--- src/rtl/dbi_cmd_sequencer.sv ---
// DBI command sequencer: emits the panel init/window command bytes, then
// forwards one frame of pixel bytes to the Type-B serializer over valid/ready.
module dbi_cmd_sequencer #(
  parameter int DATA_W       = 8,
  parameter int FRAME_BYTES  = 153600,
  parameter int RST_WAIT_CYC = 600000,
  parameter int CNT_W        = 20
) (
  input  logic              clk,
  input  logic              rst,
  input  logic              dbi_tx_start_i,
  input  logic [DATA_W-1:0] addr_soft_rst_i,
  input  logic [DATA_W-1:0] addr_disp_on_i,
  input  logic [DATA_W-1:0] addr_col_i,
  input  logic [DATA_W-1:0] addr_row_i,
  input  logic [DATA_W-1:0] addr_acs_ctrl_i,
  input  logic [DATA_W-1:0] addr_mem_wr_i,
  input  logic [DATA_W-1:0] cmd_s_col_h_i,
  input  logic [DATA_W-1:0] cmd_s_col_l_i,
  input  logic [DATA_W-1:0] cmd_e_col_h_i,
  input  logic [DATA_W-1:0] cmd_e_col_l_i,
  input  logic [DATA_W-1:0] cmd_s_row_h_i,
  input  logic [DATA_W-1:0] cmd_s_row_l_i,
  input  logic [DATA_W-1:0] cmd_e_row_h_i,
  input  logic [DATA_W-1:0] cmd_e_row_l_i,
  input  logic [DATA_W-1:0] cmd_acs_ctrl_i,
  input  logic [DATA_W-1:0] pix_data_i,
  input  logic              pix_valid_i,
  output logic              pix_ready_o,
  output logic [DATA_W-1:0] dbi_data_o,
  output logic              dbi_dc_o,
  output logic              dbi_valid_o,
  input  logic              dbi_ready_i,
  output logic              busy_o,
  output logic              frame_done_o
);

  typedef enum logic [3:0] {
    S_IDLE, S_SRST_CMD, S_SRST_WAIT, S_DISP_ON, S_MAD_CMD, S_MAD_DAT,
    S_COL_CMD, S_COL_PAR, S_ROW_CMD, S_ROW_PAR, S_MEMWR_CMD, S_PIXEL
  } state_t;

  localparam logic [CNT_W-1:0] LP_FRAME = CNT_W'(FRAME_BYTES);
  localparam logic [CNT_W:0]   LP_WAIT  = (CNT_W+1)'(RST_WAIT_CYC);

  state_t            r_state, w_state_next;
  logic [1:0]        r_idx, w_idx_next;
  logic              r_start_prev, r_armed;
  logic [CNT_W-1:0]  r_wait_cnt, r_byte_cnt;
  logic              r_valid, r_dc, r_busy, r_frame_done;
  logic [DATA_W-1:0] r_data;

  logic [DATA_W-1:0] r_sh_disp_on, r_sh_col, r_sh_row, r_sh_acs, r_sh_mem_wr, r_sh_acs_par;
  logic [DATA_W-1:0] r_sh_col_par [4];
  logic [DATA_W-1:0] r_sh_row_par [4];
  logic [DATA_W-1:0] w_col_par [4];
  logic [DATA_W-1:0] w_row_par [4];

  logic              w_hs, w_start_edge, w_wait_done, w_pix_rdy, w_pix_acc;
  logic              w_frame_end, w_snap, w_upd, w_ld_valid, w_ld_dc;
  logic [DATA_W-1:0] w_ld_data;

  assign w_col_par[0] = cmd_s_col_h_i;
  assign w_col_par[1] = cmd_s_col_l_i;
  assign w_col_par[2] = cmd_e_col_h_i;
  assign w_col_par[3] = cmd_e_col_l_i;
  assign w_row_par[0] = cmd_s_row_h_i;
  assign w_row_par[1] = cmd_s_row_l_i;
  assign w_row_par[2] = cmd_e_row_h_i;
  assign w_row_par[3] = cmd_e_row_l_i;

  // r_armed masks a start level that was already high when reset released
  assign w_start_edge = r_armed & ~r_start_prev & dbi_tx_start_i;
  assign w_hs         = r_valid & dbi_ready_i;
  assign w_wait_done  = ({1'b0, r_wait_cnt} + (CNT_W+1)'(1)) >= LP_WAIT;
  assign w_pix_rdy    = (r_state == S_PIXEL) & (~r_valid | dbi_ready_i) & (r_byte_cnt < LP_FRAME);
  assign w_pix_acc    = w_pix_rdy & pix_valid_i;
  assign w_frame_end  = (r_state == S_PIXEL) & w_hs & (r_byte_cnt == LP_FRAME);
  assign w_snap       = ((r_state == S_IDLE) & w_start_edge) | (w_frame_end & dbi_tx_start_i);
  assign w_upd        = w_hs | w_pix_acc | ((r_state == S_IDLE) & w_start_edge)
                      | ((r_state == S_SRST_WAIT) & w_wait_done);
  assign w_idx_next   = (w_hs & ((r_state == S_COL_PAR) | (r_state == S_ROW_PAR))) ? r_idx + 2'd1 : r_idx;

  always_ff @(posedge clk) begin
    if (rst) r_state <= S_IDLE;
    else     r_state <= w_state_next;
  end

  always_comb begin
    w_state_next = r_state;
    unique case (r_state)
      S_IDLE:      if (w_start_edge) w_state_next = S_SRST_CMD;
      S_SRST_CMD:  if (w_hs) w_state_next = S_SRST_WAIT;
      S_SRST_WAIT: if (w_wait_done) w_state_next = S_DISP_ON;
      S_DISP_ON:   if (w_hs) w_state_next = S_MAD_CMD;
      S_MAD_CMD:   if (w_hs) w_state_next = S_MAD_DAT;
      S_MAD_DAT:   if (w_hs) w_state_next = S_COL_CMD;
      S_COL_CMD:   if (w_hs) w_state_next = S_COL_PAR;
      S_COL_PAR:   if (w_hs && r_idx == 2'd3) w_state_next = S_ROW_CMD;
      S_ROW_CMD:   if (w_hs) w_state_next = S_ROW_PAR;
      S_ROW_PAR:   if (w_hs && r_idx == 2'd3) w_state_next = S_MEMWR_CMD;
      S_MEMWR_CMD: if (w_hs) w_state_next = S_PIXEL;
      S_PIXEL:     if (w_frame_end) w_state_next = dbi_tx_start_i ? S_COL_CMD : S_IDLE;
      default:     w_state_next = S_IDLE;
    endcase
  end

  // The byte of the state being entered is loaded on the same edge as the transition
  always_comb begin
    w_ld_valid = 1'b1;
    w_ld_dc    = 1'b0;
    w_ld_data  = '0;
    case (w_state_next)
      S_SRST_CMD:  w_ld_data = addr_soft_rst_i;
      S_DISP_ON:   w_ld_data = r_sh_disp_on;
      S_MAD_CMD:   w_ld_data = r_sh_acs;
      S_MAD_DAT:   begin w_ld_data = r_sh_acs_par; w_ld_dc = 1'b1; end
      S_COL_CMD:   w_ld_data = w_snap ? addr_col_i : r_sh_col;
      S_COL_PAR:   begin w_ld_data = r_sh_col_par[w_idx_next]; w_ld_dc = 1'b1; end
      S_ROW_CMD:   w_ld_data = r_sh_row;
      S_ROW_PAR:   begin w_ld_data = r_sh_row_par[w_idx_next]; w_ld_dc = 1'b1; end
      S_MEMWR_CMD: w_ld_data = r_sh_mem_wr;
      S_PIXEL: begin
        w_ld_valid = w_pix_acc;
        w_ld_dc    = w_pix_acc;
        w_ld_data  = w_pix_acc ? pix_data_i : '0;
      end
      default:     w_ld_valid = 1'b0;
    endcase
  end

  always_ff @(posedge clk) begin
    if (rst) begin
      r_idx        <= '0;
      r_start_prev <= 1'b0;
      r_armed      <= 1'b0;
      r_wait_cnt   <= '0;
      r_byte_cnt   <= '0;
      r_valid      <= 1'b0;
      r_dc         <= 1'b0;
      r_data       <= '0;
      r_busy       <= 1'b0;
      r_frame_done <= 1'b0;
    end else begin
      r_idx        <= w_idx_next;
      r_start_prev <= dbi_tx_start_i;
      r_armed      <= 1'b1;
      r_wait_cnt   <= ((r_state == S_SRST_WAIT) && !w_wait_done) ? r_wait_cnt + CNT_W'(1) : '0;
      if (w_frame_end)    r_byte_cnt <= '0;
      else if (w_pix_acc) r_byte_cnt <= r_byte_cnt + CNT_W'(1);
      if (w_upd) begin
        r_valid <= w_ld_valid;
        r_dc    <= w_ld_dc;
        r_data  <= w_ld_data;
      end
      r_busy       <= (w_state_next != S_IDLE);
      r_frame_done <= w_frame_end;
    end
  end

  always_ff @(posedge clk) begin
    if (w_snap) begin
      r_sh_disp_on <= addr_disp_on_i;
      r_sh_col     <= addr_col_i;
      r_sh_row     <= addr_row_i;
      r_sh_acs     <= addr_acs_ctrl_i;
      r_sh_mem_wr  <= addr_mem_wr_i;
      r_sh_acs_par <= cmd_acs_ctrl_i;
      for (int i = 0; i < 4; i++) begin
        r_sh_col_par[i] <= w_col_par[i];
        r_sh_row_par[i] <= w_row_par[i];
      end
    end
  end

  assign pix_ready_o  = w_pix_rdy;
  assign dbi_data_o   = r_data;
  assign dbi_dc_o     = r_dc;
  assign dbi_valid_o  = r_valid;
  assign busy_o       = r_busy;
  assign frame_done_o = r_frame_done;

endmodule

--- config.mk ---
export PLATFORM = sky130hd
export DESIGN_NAME = dbi_cmd_sequencer
export DESIGN_NICKNAME = d
export VERILOG_FILES = /design/src/rtl/dbi_cmd_sequencer.sv
export SDC_FILE = /design/constraint.sdc
export NUM_CORES = 1
export LEC_CHECK = 0
export ABC_AREA = 1
export BUFFER_PORTS_ARGS = -buffer_cell sky130_fd_sc_hd__buf_4
export CORE_ASPECT_RATIO = 0.8
export CORE_MARGIN = 8
export CORE_UTILIZATION = 55
export CTS_CLUSTER_DIAMETER = 60
export DETAILED_ROUTE_END_ITERATION = 7
export PLACE_DENSITY = 0.79
export SYNTH_ARGS = -nofsm -noshare
export SYNTH_HDL_FRONTEND = slang
export SYNTH_SLANG_ARGS = --single-unit
--- constraint.sdc ---
create_clock -name clk -period 6.3 [get_ports clk]
set_clock_uncertainty 0.2 [all_clocks]
set_input_delay 0.315 -clock clk [delete_from_list [all_inputs] [get_ports clk]]
set_output_delay 0.315 -clock clk [all_outputs]
set_load 0.1 [all_outputs]
Word-level counts from Yosys, hierarchy flattened
Memory sizes are Yosys's and may differ from the RTL's.
Cells that the tools add are included.
{"block": "totals", "in_bits": 133, "romBits": 0, "register_bits": 108, "ramBits": 64, "out_inout_bits": 13, "latch_bits": 0, "elab_cells": 101, "n_memories": 2}
{"name": "r_sh_col_par", "depth": 4, "word_bits": 8, "read_ports": 1, "rd_ports_with_merged_regs": 0, "wr": 4, "line": "54", "source": "logic [DATA_W-1:0] r_sh_col_par [4];"}
{"name": "r_sh_row_par", "depth": 4, "word_bits": 8, "read_ports": 1, "rd_ports_with_merged_regs": 0, "wr": 4, "line": "55", "source": "logic [DATA_W-1:0] r_sh_row_par [4];"}
{"block": "op_classes", "n_eq_ne": 23, "n_mux": 23, "bitwise": 21, "div_mod_pow": 0, "addsub": 4, "shift": 0, "mul": 0, "n_reduce_logical": 9, "n_lt_le_gt_ge": 2}
{"operator": "8-bit one-hot mux with 10 select lines", "n": 1}
{"operator": "4-bit two-way mux", "n": 12}
{"operator": "4-bit one-hot mux with 12 select lines", "n": 1}
{"operator": "20-bit by 1-bit adder with 20-bit output, second input constant", "n": 2}
{"operator": "4-bit by 3-bit equality test with 1-bit output, second input constant", "n": 8}
{"operator": "4-bit equality test, second input constant", "n": 8}
{"operator": "20-bit by 1-bit adder with 21-bit output, second input constant", "n": 1}
{"operator": "21-bit by 20-bit greater-or-equal comparator with 1-bit output, second input constant", "n": 1}
{"operator": "20-bit by 18-bit equality test with 1-bit output, second input constant", "n": 1}
{"operator": "20-bit by 18-bit less-than comparator with 1-bit output, second input constant", "n": 1}
{"operator": "8-bit two-way mux", "n": 2}
{"operator": "1-bit bitwise AND", "n": 12}
{"operator": "4-bit by 2-bit equality test with 1-bit output, second input constant", "n": 3}
{"operator": "9-bit OR reduction", "n": 1}
{"operator": "4-bit by 1-bit equality test with 1-bit output, second input constant", "n": 2}
{"operator": "1-bit bitwise OR", "n": 6}
{"operator": "4-bit logical NOT", "n": 1}
{"operator": "1-bit one-hot mux with 2 select lines", "n": 2}
{"operator": "4-bit nonzero test", "n": 1}
{"operator": "2-bit OR reduction", "n": 2}
{"operator": "1-bit two-way mux", "n": 3}
{"operator": "3-bit two-way mux", "n": 1}
{"operator": "1-bit NOT", "n": 3}
{"operator": "3-bit OR reduction", "n": 1}
{"operator": "other kinds (5)", "n": 6}

Logic depth before layout (Yosys ltp)
{"block": "depth", "depth_word": 8, "mapped_depth": 21, "mapped_depth_nobuf": 21}

Worst setup path after synthesis
Ideal clock, no wire load.
{"block": "synth_timing", "path_type": "reg-to-reg", "from": "reg r_valid, in the netlist dbi_valid_o", "to": "reg r_byte_cnt[16]", "arrival_time_ps": 3406, "t_required_ps": 5987, "stages_incl_launch_ff": 17, "setup_ps": 113, "setup_slack_ps": 2581, "period_less_slack_ps": 3719, "path_buffers": 0, "cell_sequence": "dfxtp_1 > inv_1 > nor2_1 > a21oi_1 > nand4_1 > nor3_2 > nand2_2 > inv_2 > nand2_2 > nor3_2 > nand2_1 > nor2_2 > nand3_1 > nor2_1 > nand2_1 > nand2_1 > nor2_1"}
{"block": "synth_via", "elab_chain_len": 5, "elab_cells_between_ends": 9, "cone_classes": "bitwise (8); reduce/logical (1)"}
{"item": "from (decl)", "line": "50", "source": "logic r_valid, r_dc, r_busy, r_frame_done;"}
{"item": "from (signal assigned)", "line": "152", "source": "r_valid <= w_ld_valid;"}
{"item": "1-bit NOT", "line": "76", "source": "assign w_pix_rdy = (r_state == S_PIXEL) & (~r_valid | dbi_ready_i) & (r_byte_cnt < LP_FRAME);"}
{"item": "1-bit bitwise OR", "line": "76"}
{"item": "1-bit bitwise AND (2 in a row)", "line": "76"}
{"item": "named net pix_ready_o", "line": "29", "source": "output logic pix_ready_o,"}
{"item": "1-bit bitwise AND", "line": "77", "source": "assign w_pix_acc = w_pix_rdy & pix_valid_i;"}
{"item": "to (signal assigned)", "line": "150", "source": "else if (w_pix_acc) r_byte_cnt <= r_byte_cnt + CNT_W'(1);"}
{"item": "to (decl)", "line": "49", "source": "logic [CNT_W-1:0] r_wait_cnt, r_byte_cnt;"}
The timed path passes the listed nets, and every way through them passes these cells.
A chain may end at the register's enable or synchronous reset.

Worst setup path in the final report
{"block": "layout_timing", "from": "reg r_state[0]", "to": "reg r_data[2], in the netlist dbi_data_o[2]"}
{"block": "layout_via", "elab_chain_len": 7, "elab_cells_between_ends": 55, "cone_classes": "eq/ne (21); mux (17); bitwise (14); reduce/logical (1); memory (2)"}
{"item": "from (decl)", "line": "46", "source": "state_t r_state, w_state_next;"}
{"item": "from (signal assigned)", "line": "86", "source": "else r_state <= w_state_next;"}
{"item": "4-bit equality test", "line": "76, 78, 91"}
{"item": "1-bit bitwise AND (on tied branches) (2 in a row)", "line": "78, 76"}
{"item": "4-bit two-way mux, or another cell as far along", "line": "103", "source": "S_PIXEL: if (w_frame_end) w_state_next = dbi_tx_start_i ? S_COL_CMD : S_IDLE;"}
{"item": "4-bit one-hot mux with 12 select lines, or another cell as far along", "line": "91", "source": "unique case (r_state)"}
{"item": "4-bit equality test, or another cell as far along", "line": "113", "source": "case (w_state_next)"}
{"item": "8-bit one-hot mux with 10 select lines / 1-bit bitwise OR (equally long branches)", "line": "113, 81"}
{"item": "to (signal assigned)", "line": "154", "source": "r_data <= w_ld_data;"}
{"item": "to (decl)", "line": "51", "source": "logic [DATA_W-1:0] r_data;"}
Parallel ways exist; a longest one is shown, timed or not.

==> impl_table.tex <==
\begin{tabular}{lr}
\hline
Metric & Value \\
\hline
\multicolumn{2}{l}{\textbf{Synthesis}} \\
\quad Synthesized area & slightly below 8000 sq um \\
\quad Number of enable-type register cells in the synthesized netlist & around 100 \\
\quad Fraction of registers with async set/reset & 0 \\
\quad Post-Syn Instances & a little under 900 \\
\quad Synthesis-stage register bit count & roughly 170 \\
\quad Leading register cell type out of synthesis & sky130\_fd\_sc\_hd\_\_edfxtp\_1 \\
\quad Synth Net Count & $\sim$1000 \\
\quad Yosys cell types & 45 \\
\quad Post-synthesis average cell area & 8.980 sq um \\
\quad Sequential share of the synthesized area & 0.5746 \\
\quad Yosys warning total & 0 \\
\multicolumn{2}{l}{\textbf{Pwr}} \\
\quad P\_leak & $\sim$4.3 nW \\
\quad IR Drop Worst-Case VDD & about 0.25 mV \\
\quad Power per cell area & about 240 nW/um\^{}2 \\
\multicolumn{2}{l}{\textbf{STA}} \\
\quad Count of final max-slew check failures & 0 \\
\quad Setup ws final & about 2.6 ns \\
\quad Final worst-path cycle share & 0.5898 \\
\quad Worst rel slew slack & 0.3489 \\
\quad Hold violation total from the final report & 0 \\
\quad Final setup viols & 0 \\
\quad Slew @ Worst Pin & slightly below 1 ns \\
\quad Upper clock frequency limit & between 0.2 and 0.3 GHz \\
\quad RSZ-0062 raised after global routing & false \\
\quad Setup TNS Final & 0 ns \\
\quad Min Tclk post-route & between 3 and 4 ns \\
\quad Worst hold slack & about 0.021 ns \\
\multicolumn{2}{l}{\textbf{Setup path}} \\
\quad Crit path max fanout & 33 \\
\quad Required time of the worst setup path & about 6.4 ns \\
\quad Data arrival time of the worst path & between 3 and 4 ns \\
\quad CP endpoint kind & register \\
\quad Critical path launch point type & register \\
\quad Chain of cells forming the critical path & inv\_1 -> nor2\_1 -> nand2\_2 -> nand2\_1 -> nand2\_2 -> or2\_1 -> nand2\_2 -> inv\_2 -> o21ai\_0 -> inv\_1 -> o21ai\_0 -> a21oi\_1 -> o21bai\_1 -> nor2\_1 -> nand3\_1 -> nand2\_1 -> a21oi\_1 \\
\quad Crit Path Class & register to register \\
\quad Buf+Inv Stages, Crit Path & 3 \\
\quad Top cell family by delay on the critical path & simple AND/OR/NAND/NOR gates \\
\quad Critical path's largest stage delay & 0.50 ns \\
\quad Standard cell with the maximum stage delay on the critical path & sky130\_fd\_sc\_hd\_\_nand2\_2 \\
\quad Cell mode on critical path & sky130\_fd\_sc\_hd\_\_nand2\_2 \\
\multicolumn{2}{l}{\textbf{Place}} \\
\quad Worst setup timing slack at the placement stage & around 2.8 ns \\
\quad DP Wirelength & around 14 mm \\
\quad Cell Count Post-Placement & around 1200 \\
\quad Port Buf Inserts & approximately 150 \\
\quad Global placement routability congestion & between 0.8 and 0.9 \\
\multicolumn{2}{l}{\textbf{Drt}} \\
\quad Total number of vias & about 7300 \\
\quad Post-detailed-route count of antenna-violating nets & 0 \\
\quad Total length of routed wires & roughly 24 mm \\
\quad Drt wl/cell & between 15 and 20 um \\
\quad Initial detailed-routing violation count & between 700 and 800 \\
\quad Number of search-and-repair iterations in the first detailed-routing pass & 7 \\
\quad Post-detailed-route via-to-cell ratio & approximately 5.5 \\
\quad DRC Markers & 0 \\
\multicolumn{2}{l}{\textbf{Global routing}} \\
\quad Maximum number of pins on one net before global-route repair & 79 \\
\quad Wire length of the first global-routing pass & roughly 38 mm \\
\quad Number of global-route vias before repair & approximately 7100 \\
\quad Remaining global-route overflow & 0 \\
\quad Tot GR Track Use & 0.2672 \\
\quad Initial antenna violation count & 1 \\
\multicolumn{2}{l}{\textbf{Clock tree}} \\
\quad Max H-tree Level & 4 \\
\quad Buffer cell driving the clock tree root & sky130\_fd\_sc\_hd\_\_clkbuf\_16 \\
\quad Clock sinks & $\sim$170 \\
\quad Clk pin slew, worst setup/hold paths & around 0.070 ns \\
\quad Clock latency reported for the late side of the worst-skew pair & roughly 0.44 ns \\
\quad Total clock buffers created by CTS & 17 \\
\quad Buffer count from post-CTS setup fixing & 0 \\
\quad Clock Tree Buf Depth & 2 \\
\quad TritonCTS clock tree & built \\
\multicolumn{2}{l}{\textbf{Floorplanning}} \\
\quad Effective utilization at floorplan & 0.5553 \\
\quad Number of cell rows & 39 \\
\quad Width of the die & about 150 um \\
\quad Height of the die & approximately 120 um \\
\quad Die outline area & roughly 18000 sq um \\
\quad Num ports & about 150 \\
\quad Floorplan Core Area & $\sim$14000 sq um \\
\multicolumn{2}{l}{\textbf{Run}} \\
\quad Maxcap violations & 0 \\
\multicolumn{2}{l}{\textbf{Finish}} \\
\quad Layout fillers & 872 \\
\quad Layout-stage area growth over the synthesis result & 37.28\% \\
\quad Final net count & between 1000 and 1500 \\
\quad Count of placed standard cells in the final layout, fillers left out & $\sim$1300 \\
\quad Ratio of cells with drive above 1 in the final layout & 0.2074 \\
\multicolumn{2}{l}{\textbf{Run status}} \\
\quad Run status & completed \\
\multicolumn{2}{l}{\textbf{Hold path}} \\
\quad Hold crit path type & primary input to register \\
\hline
\end{tabular}
-- synth_stat cells, types with 2 or more instances --
cell type | instances | area [sq um]
sky130_fd_sc_hd__o211ai_1 | 7 | 52.55
sky130_fd_sc_hd__clkinv_1 | 2 | 7.510
sky130_fd_sc_hd__and3_1 | 2 | 12.51
sky130_fd_sc_hd__clkbuf_1 | 7 | 26.28
sky130_fd_sc_hd__xnor2_1 | 2 | 17.52
sky130_fd_sc_hd__nand2_1 | 168 | 630.6
sky130_fd_sc_hd__nand4_2 | 5 | 62.56
sky130_fd_sc_hd__nand3_2 | 2 | 20.02
sky130_fd_sc_hd__buf_4 | 4 | 30.03
sky130_fd_sc_hd__inv_2 | 11 | 41.29
sky130_fd_sc_hd__or2_2 | 9 | 56.30
sky130_fd_sc_hd__nor2_4 | 2 | 22.52
sky130_fd_sc_hd__dfxtp_1 | 68 | 1361
sky130_fd_sc_hd__nand3_1 | 51 | 255.2
sky130_fd_sc_hd__nand2_2 | 11 | 68.82
sky130_fd_sc_hd__nor2_1 | 114 | 427.9
sky130_fd_sc_hd__a22oi_1 | 8 | 60.06
sky130_fd_sc_hd__ha_1 | 4 | 50.05
sky130_fd_sc_hd__or2_1 | 2 | 12.51
sky130_fd_sc_hd__o22ai_1 | 9 | 56.30
sky130_fd_sc_hd__a21oi_1 | 39 | 195.2
sky130_fd_sc_hd__inv_1 | 104 | 390.4
sky130_fd_sc_hd__o21a_1 | 2 | 15.01
sky130_fd_sc_hd__xor2_1 | 4 | 35.03
sky130_fd_sc_hd__nor2_2 | 8 | 50.05
sky130_fd_sc_hd__edfxtp_1 | 104 | 3123
sky130_fd_sc_hd__nor3_1 | 8 | 40.04
sky130_fd_sc_hd__o21ai_0 | 64 | 320.3
sky130_fd_sc_hd__o21ai_1 | 9 | 45.04
sky130_fd_sc_hd__nor3_2 | 7 | 70.07
sky130_fd_sc_hd__o21bai_1 | 8 | 60.06
sky130_fd_sc_hd__nand4_1 | 9 | 56.30
sky130_fd_sc_hd__buf_6 | 3 | 33.78
-- cells by family (layout without fill, tap and decap cells) --
group,after synthesis,after routing,synth area share
and+or+nand+nor,402,402,0.2341
other,0,1,0
buffers and inverters,133,402,0.06894
adders and majority gates,4,4,0.006414
xor gates and xnor gates,6,6,0.006734
DFF,172,172,0.5746
AOI/OAI and AO/OA,152,152,0.1092
-- sequential cells by signal, summed over array words and instances, names as in the netlist --
| signal | count |
|---|---|
| r_sh_acs_par | 8 |
| r_wait_cnt | 20 |
| r_sh_col | 8 |
| r_sh_acs | 8 |
| r_sh_row | 8 |
| dbi_dc_o | 1 |
| r_sh_row_par | 32 |
| busy_o | 1 |
| dbi_valid_o | 1 |
| r_sh_disp_on | 8 |
| frame_done_o | 1 |
| r_sh_col_par | 32 |
| r_start_prev | 1 |
| r_armed | 1 |
| dbi_data_o | 8 |
| r_idx | 2 |
| r_sh_mem_wr | 8 |
| r_state | 4 |
| r_byte_cnt | 20 |
-- per-layer routing --
| metal | share of wire | track usage |
|---|---|---|
| met5 | 0 | 0 |
| met4 | 0.038 | 0.1221 |
| met3 | 0.097 | 0.07959 |
| met2 | 0.48 | 0.4393 |
| met1 | 0.39 | 0.3211 |
-- report_power, final --
part	switching [mW]	internal (mW)
logic	0.122	0.121
clock network	0.491	0.602
registers	0.0173	1.24
-- layout make-up --
class | count | area, sq um | share of cell area
Antenna cell | 1 | 2.502 | 0.0002336
Timing Repair Buffer | 253 | 2167 | 0.2023
Multi-Input combinational cell | 564 | 2789 | 0.2603
Clock inverter | 14 | 171.4 | 0.01600
Inverter | 117 | 439.2 | 0.04099
Clock buffer | 18 | 429.2 | 0.04006
Sequential cell | 172 | 4484 | 0.4186
Tap cell | 184 | 230.2 | 0.02149
-- worst register-to-register path: stages, from the launching register on --
cell and delay [ns]:
sky130_fd_sc_hd__dfxtp_1 0.46, sky130_fd_sc_hd__inv_1 0.09, sky130_fd_sc_hd__nor2_1 0.21, sky130_fd_sc_hd__nand2_2 0.12, sky130_fd_sc_hd__nand2_1 0.08, sky130_fd_sc_hd__nand2_2 0.10
sky130_fd_sc_hd__or2_1 0.24, sky130_fd_sc_hd__nand2_2 0.50, sky130_fd_sc_hd__inv_2 0.42, sky130_fd_sc_hd__o21ai_0 0.27, sky130_fd_sc_hd__inv_1 0.08, sky130_fd_sc_hd__o21ai_0 0.10
sky130_fd_sc_hd__a21oi_1 0.13, sky130_fd_sc_hd__o21bai_1 0.18, sky130_fd_sc_hd__nor2_1 0.18, sky130_fd_sc_hd__nand3_1 0.11, sky130_fd_sc_hd__nand2_1 0.07, sky130_fd_sc_hd__a21oi_1 0.07
-- final timing paths --
check                                   start       endpoint  slack [ns]  depth (start not counted)
worst max-delay path               r_state[0]  dbi_data_o[2]        2.58                         17
worst min-delay path            addr_col_i[0]    r_sh_col[0]        0.02                          5
worst max register to register     r_state[0]  dbi_data_o[2]        2.58                         17
worst min register to register  r_wait_cnt[0]  r_wait_cnt[0]        0.26                          1
-- through the flow --
stage / area, sq um / power, mW / util
floorplan: 7804 / 1.362 / -
global placement: 9039 / 1.456 / 0.6432
detailed placement: 9039 / 1.458 / 0.6432
CTS: 10710 / 2.571 / 0.7621
global route: 10710 / 2.656 / 0.7623
finish: 10710 / 2.595 / 0.7623
-- what timing repair did --
action	4_1_cts	5_1_grt
gates resized for setup	0	0
hold endpoints to repair	111	0
hold buffers	107	0
-- cell usage in the layout, fill, tap and decap left out, types with 5 or more instances in the layout --
cell type,Yosys,layout
sky130_fd_sc_hd__nor2_1,114,114
sky130_fd_sc_hd__inv_8,0,5
sky130_fd_sc_hd__nand4_1,9,9
sky130_fd_sc_hd__dlygate4sd3_1,0,107
sky130_fd_sc_hd__o21bai_1,8,8
sky130_fd_sc_hd__nand2_1,168,167
sky130_fd_sc_hd__o22ai_1,9,9
sky130_fd_sc_hd__o211ai_1,7,7
sky130_fd_sc_hd__a21oi_1,39,39
sky130_fd_sc_hd__o21ai_1,9,9
sky130_fd_sc_hd__clkbuf_16,0,17
sky130_fd_sc_hd__a22oi_1,8,8
sky130_fd_sc_hd__inv_1,104,104
sky130_fd_sc_hd__nand3_1,51,51
sky130_fd_sc_hd__nor3_1,8,8
sky130_fd_sc_hd__dfxtp_1,68,68
sky130_fd_sc_hd__nand2_2,11,11
sky130_fd_sc_hd__o21ai_0,64,64
sky130_fd_sc_hd__or2_2,9,9
sky130_fd_sc_hd__nand4_2,5,5
sky130_fd_sc_hd__nor3_2,7,7
sky130_fd_sc_hd__inv_2,11,11
sky130_fd_sc_hd__buf_4,4,146
sky130_fd_sc_hd__nor2_2,8,8
sky130_fd_sc_hd__edfxtp_1,104,104
(Power assumes the default switching activity.)
